$ cat src/rtl/mult_sched_pkg.sv
// ------------------------------------------------------------------
// mult_sched_pkg: shared types and constants for mult_scheduler
// Rev 1.0
// ------------------------------------------------------------------
`default_nettype none

package mult_sched_pkg;

  typedef enum logic [1:0] {
    ST_IDLE = 2'd0,
    ST_RUN  = 2'd1,
    ST_RESP = 2'd2
  } state_e;

  localparam int DEFAULT_WIDTH   = 32;
  localparam int DEFAULT_LATENCY = 32;

  // Index width for NREQ requesters; never narrower than one bit.
  function automatic int id_w(input int nreq);
    return (nreq > 1) ? $clog2(nreq) : 1;
  endfunction

endpackage

`default_nettype wire

$ cat src/rtl/rr_arbiter.sv
// ------------------------------------------------------------------
// rr_arbiter: combinational one-hot round-robin grant from a pointer
// Rev 1.0
// ------------------------------------------------------------------
`default_nettype none

module rr_arbiter
  import mult_sched_pkg::*;
#(
  parameter int NREQ = 4
) (
  input  logic [NREQ-1:0]       req_i,
  input  logic [id_w(NREQ)-1:0] ptr_i,
  output logic [NREQ-1:0]       gnt_o,
  output logic [id_w(NREQ)-1:0] idx_o,
  output logic                  any_o
);

  localparam int ID_W = id_w(NREQ);

  int              pos;
  logic [ID_W-1:0] pos_w;

  // Scan NREQ slots starting at the pointer; the first pending one wins.
  always_comb begin
    gnt_o = '0;
    idx_o = '0;
    any_o = 1'b0;
    pos   = 0;
    pos_w = '0;
    for (int k = 0; k < NREQ; k++) begin
      pos   = (int'(ptr_i) + k) % NREQ;
      pos_w = ID_W'(pos);
      if (!any_o && req_i[pos_w]) begin
        any_o        = 1'b1;
        gnt_o[pos_w] = 1'b1;
        idx_o        = pos_w;
      end
    end
  end

endmodule

`default_nettype wire

$ cat src/rtl/mult_scheduler.sv
// ------------------------------------------------------------------
// mult_scheduler: round-robin sharing of one sequential multiplier
// Rev 1.0
// ------------------------------------------------------------------
`default_nettype none

module mult_scheduler
  import mult_sched_pkg::*;
#(
  parameter int NREQ    = 4,
  parameter int WIDTH   = DEFAULT_WIDTH,
  parameter int LATENCY = DEFAULT_LATENCY
) (
  input  logic                    clk,
  input  logic                    rst,
  input  logic [NREQ-1:0]         req_valid_i,
  output logic [NREQ-1:0]         req_ready_o,
  input  logic [NREQ*WIDTH-1:0]   req_a_i,
  input  logic [NREQ*WIDTH-1:0]   req_b_i,
  output logic [WIDTH-1:0]        mul_in1_o,
  output logic [WIDTH-1:0]        mul_in2_o,
  input  logic [2*WIDTH-1:0]      mul_prod_i,
  output logic                    rsp_valid_o,
  input  logic                    rsp_ready_i,
  output logic [id_w(NREQ)-1:0]   rsp_id_o,
  output logic [2*WIDTH-1:0]      rsp_prod_o,
  output logic                    busy_o
);

  localparam int ID_W  = id_w(NREQ);
  localparam int CNT_W = (LATENCY > 1) ? $clog2(LATENCY) : 1;

  state_e             state_q;
  logic [ID_W-1:0]    rr_ptr_q, rr_ptr_d;
  logic [CNT_W-1:0]   cnt_q;
  logic [WIDTH-1:0]   op_a_q, op_a_d;
  logic [WIDTH-1:0]   op_b_q, op_b_d;
  logic [ID_W-1:0]    id_q;
  logic [2*WIDTH-1:0] prod_q;
  logic               rsp_valid_q;
  logic               busy_q;

  logic [NREQ-1:0]    gnt;
  logic [ID_W-1:0]    win_idx;
  logic               win_any;

  rr_arbiter #(
    .NREQ (NREQ)
  ) u_arb (
    .req_i (req_valid_i),
    .ptr_i (rr_ptr_q),
    .gnt_o (gnt),
    .idx_o (win_idx),
    .any_o (win_any)
  );

  always_comb begin
    op_a_d = op_a_q;
    op_b_d = op_b_q;
    for (int i = 0; i < NREQ; i++) begin
      if (gnt[i]) begin
        op_a_d = req_a_i[i*WIDTH +: WIDTH];
        op_b_d = req_b_i[i*WIDTH +: WIDTH];
      end
    end
    rr_ptr_d    = (win_idx == ID_W'(NREQ - 1)) ? '0 : win_idx + 1'b1;
    req_ready_o = (state_q == ST_IDLE) ? gnt : '0;
  end

  // Reset drops any in-flight operation; its result is never delivered.
  always_ff @(posedge clk or posedge rst) begin
    if (rst) begin
      state_q     <= ST_IDLE;
      rr_ptr_q    <= '0;
      cnt_q       <= '0;
      op_a_q      <= '0;
      op_b_q      <= '0;
      id_q        <= '0;
      prod_q      <= '0;
      rsp_valid_q <= 1'b0;
      busy_q      <= 1'b0;
    end else begin
      case (state_q)
        ST_IDLE: begin
          if (win_any) begin
            op_a_q   <= op_a_d;
            op_b_q   <= op_b_d;
            id_q     <= win_idx;
            rr_ptr_q <= rr_ptr_d;
            cnt_q    <= CNT_W'(LATENCY - 1);
            busy_q   <= 1'b1;
            state_q  <= ST_RUN;
          end
        end
        ST_RUN: begin
          if (cnt_q == '0) begin
            prod_q      <= mul_prod_i;
            rsp_valid_q <= 1'b1;
            state_q     <= ST_RESP;
          end else begin
            cnt_q <= cnt_q - 1'b1;
          end
        end
        ST_RESP: begin
          if (rsp_ready_i) begin
            rsp_valid_q <= 1'b0;
            busy_q      <= 1'b0;
            state_q     <= ST_IDLE;
          end
        end
        default: state_q <= ST_IDLE;
      endcase
    end
  end

  assign mul_in1_o   = op_a_q;
  assign mul_in2_o   = op_b_q;
  assign rsp_valid_o = rsp_valid_q;
  assign rsp_id_o    = id_q;
  assign rsp_prod_o  = prod_q;
  assign busy_o      = busy_q;

endmodule

`default_nettype wire

$ cat config.mk
export PLATFORM = sky130hd
export DESIGN_NAME = mult_scheduler
export DESIGN_NICKNAME = d
export VERILOG_FILES = /design/src/rtl/mult_sched_pkg.sv /design/src/rtl/rr_arbiter.sv /design/src/rtl/mult_scheduler.sv
export SDC_FILE = /design/constraint.sdc
export NUM_CORES = 1
export LEC_CHECK = 0
export CORE_ASPECT_RATIO = 0.5
export CORE_MARGIN = 3
export CORE_UTILIZATION = 27
export DETAILED_ROUTE_END_ITERATION = 8
export GPL_TIMING_DRIVEN = 0
export PLACE_DENSITY = 0.56
export RECOVER_POWER = 50
export REMOVE_ABC_BUFFERS = 1
export SYNTH_ARGS = -nofsm -noshare
export SYNTH_HDL_FRONTEND = slang
export SYNTH_SLANG_ARGS = --single-unit
$ cat constraint.sdc
create_clock -name clk -period 6.7 [get_ports clk]
set_clock_uncertainty 0.1 [all_clocks]
set_input_delay 0.67 -clock clk [delete_from_list [all_inputs] [get_ports clk]]
set_output_delay 0.67 -clock clk [all_outputs]
set_load 0.05 [all_outputs]
==> run summary <==
outcome: complete, but fails checks
violations in the final reports: max-capacitance violations, max-slew violations
# port buffers: 462
cell area after synthesis: 0.00959 mm²
Core Util, Final: 44.8%
Synthesis Warnings: 0
Max Buffers Root-to-Sink: 2
DRT Wirelength: 45,000 µm
gr usage total: 23.0%
Hold Vio Cnt, Final: 0
sw frac: 54.2%
post-CTS sizing: 0
RSZ-0062 raised after global routing: false
setup TNS: 0 ns
Min Clock Period, post-route: 6.27 ns
DR WL/cell: 24.3 µm
crit-path max FO: 67
largest net degree at the start of global routing: 87
setup violators final: 0
Int Power: 3950 µW
CTS buffer count: 17
# clock sinks: 141
hold path depth: 2
Die Y: 139 µm
share of post-route cells with drive strength above 1: 15.3%
Inst Count DP: 1,807
post-synthesis sequential area ratio: 36.8%
first-pass GRT wire length: 67,100 µm
die area: 0.0380 mm²
fin cells: 1,849
Hold-fix buffers, CTS: 0
drt pass-1 iters: 5
worst setup path category: reg -> out
Rel. slew slack: -93.1%
total power: 8630 µW
Critical Path End Type: output pin
num rows: 48
Reg power frac: 17.8%
Post-synth top flop: dfrtp_1
DIE WIDTH: 273 µm
Post-Syn Area per Cell: 10.1 µm²
maxcap violations: 4
Pwr per Cell Area: 555 mW/mm²
Clock Latency Late Sink: 0.45 ns
Pleak: 0.00626 µW
post-route ant nets: 0
NumNets Final: 1,685
reg2reg path depth: 10
CTS tree: done
drt drc: 0
vias in the first global route: 10,305
CTS H-tree depth: 4
CP arrival: 5.50 ns
vias: 10,137
footprint of the multi-input gates: 0.00509 mm²
ys async rst share: 100%
postcts setup bufs: 0
crit start category: flip-flop
clock share of power: 11.4%
peak supply drop: 0.000333 V
Logic pwr share: 70.9%
Worst Max-Slew Pin Slew: 2.88 ns
DR iter-0 viols: 722
I/O pin count: 463
R2R setup slack: 1.27 ns
fillcell total: 3,310
vias per std cell: 5.48
DP HPWL: 32,300 µm
Cells after Synth: 953
Min-Delay Path Class: reg -> reg
Sw Pwr: 4680 µW
RD Place Congestion: 0.866
Pins Over Slew Limit: 221
starting density of the core: 27.6%
CP required: 5.93 ns
area growth from synthesis to layout: 62.3%
clock root cell: clkbuf_16
max frequency: 0.159 GHz
Yosys reg bits: 141
CTS clk-pin slew, worst paths: 0.07 ns
Netlist cell types: 51
fin crit share: 93.6%
initial antenna violation count: 10
register area: 0.00353 mm²
EDFF count, synth: 0
final global-route overflow total: 0
Core ar.: 0.0347 mm²
[metrics by stage]
stage | hold WS [ns] | setup WS, ns | cell area, µm²
4_1_cts | 0.380 | 0.399 | 15600
3_3_place_gp | 0.361 | -10.19 | 14200
2_1_floorplan | 0.361 | -3.31 | 9020
5_1_grt | 0.410 | 0.153 | 15600
3_5_place_dp | 0.363 | 0.920 | 15000
6_report | 0.378 | 0.429 | 15600
[final cells by class]
class / instances / share of cell area, %
Antenna cell: 10 / 0.161
Timing Repair Buffer: 498 / 33.5
Clock buffer: 17 / 2.73
Inverter: 136 / 3.29
Multi-Input combinational cell: 557 / 32.7
Tap cell: 475 / 3.82
Clock inverter: 15 / 1.10
Sequential cell: 141 / 22.7
[flip-flops by register name, summed over array words and instances (netlist names), named ones only]
name	count
rsp_valid_o	1
cnt_q	5
mul_in2_o	32
mul_in1_o	32
rsp_id_o	2
state_q	2
rsp_prod_o	64
busy_o	1
rr_ptr_q	1
[power groups by stage]
stage	clock network (µW)	logic, µW	registers [µW]
2_1_floorplan	0	2390	2890
3_3_place_gp	0	5700	1540
3_5_place_dp	0	6160	1550
4_1_cts	1010	6170	1540
5_1_grt	1050	6410	1590
6_report	981	6120	1530
[placed cells by master (no fill, tap or decap), types with 7 or more instances in the layout]
cell type	Yosys	layout
o31a_1	64	64
buf_8	0	9
o31ai_1	64	64
dfrtp_1	141	141
nand2_1	19	19
mux2_2	64	64
o311ai_0	64	64
dlygate4sd3_1	0	57
clkdlybuf4s50_1	0	405
diode_2	0	10
a21oi_1	73	72
clkbuf_16	0	17
buf_16	0	9
ha_1	7	7
inv_1	136	135
and4_1	64	64
a32oi_2	60	60
[synth_stat cells (2+ instances only)]
cell | number | share of area [%]
nor2_1 | 3 | 0.12
inv_1 | 136 | 5.3
o21ai_0 | 5 | 0.26
o311ai_0 | 64 | 5.8
nand2_1 | 19 | 0.74
mux4_2 | 2 | 0.47
and2_1 | 3 | 0.20
and4_1 | 64 | 5.8
buf_2 | 4 | 0.21
buf_1 | 6 | 0.23
ha_1 | 7 | 0.91
nand3b_1 | 4 | 0.31
nor4b_1 | 2 | 0.18
o31ai_1 | 64 | 5.0
mux2_2 | 64 | 7.5
nor4_1 | 2 | 0.13
o211ai_1 | 4 | 0.31
a21o_1 | 2 | 0.16
nand2b_1 | 3 | 0.20
buf_6 | 15 | 1.8
a21oi_1 | 73 | 3.8
a221o_1 | 4 | 0.42
o21ai_1 | 3 | 0.16
nand3_1 | 3 | 0.16
dfrtp_1 | 141 | 37
o21a_1 | 3 | 0.23
o31a_1 | 64 | 5.8
a221oi_1 | 2 | 0.18
xnor2_1 | 3 | 0.27
nor3_1 | 5 | 0.26
nor3b_1 | 3 | 0.23
a32oi_1 | 4 | 0.37
nor2b_1 | 3 | 0.20
a32oi_2 | 60 | 10
clkbuf_1 | 93 | 3.6
[cell families after synthesis]
| group | synth area share, % |
|---|---|
| AOI/OAI and AO/OA | 33.5 |
| buffers and inverters | 11.2 |
| DFF | 36.8 |
| and+or+nand+nor | 9.17 |
| muxes | 7.98 |
| adders and majority gates | 0.913 |
| xor gates and xnor gates | 0.365 |
[critical path: stages, from the launching register on]
cell	delay, ns
dfrtp_1	0.71
inv_1	0.21
ha_1	0.44
mux4_2	0.67
nor4b_2	0.86
buf_6	0.25
buf_4	0.16
or3_4	0.66
and2_1	0.23
clkdlybuf4s50_1	0.83
[final timing paths]
kind,to,start
worst max-delay path,req_ready_o[2],flip-flop
max in group asynchronous,mul_in2_o[22],rst
worst min register to register,rsp_valid_o,rsp_valid_o
worst max register to register,mul_in1_o[8],flip-flop
worst min-delay path,rsp_valid_o,rsp_valid_o
min in group asynchronous,rsp_prod_o[20],rst
[metal layers]
| layer | wire length (µm) | track usage, % | vias up |
|---|---|---|---|
| met5 | 0 | 0 | - |
| met3 | 2320 | 4.24 | 92 |
| li1 | - | - | 4475 |
| met2 | 23700 | 40.5 | 394 |
| met4 | 1460 | 8.62 | 0 |
| met1 | 17500 | 28.0 | 5176 |
Note: power is estimated with default switching activity, not from simulation.
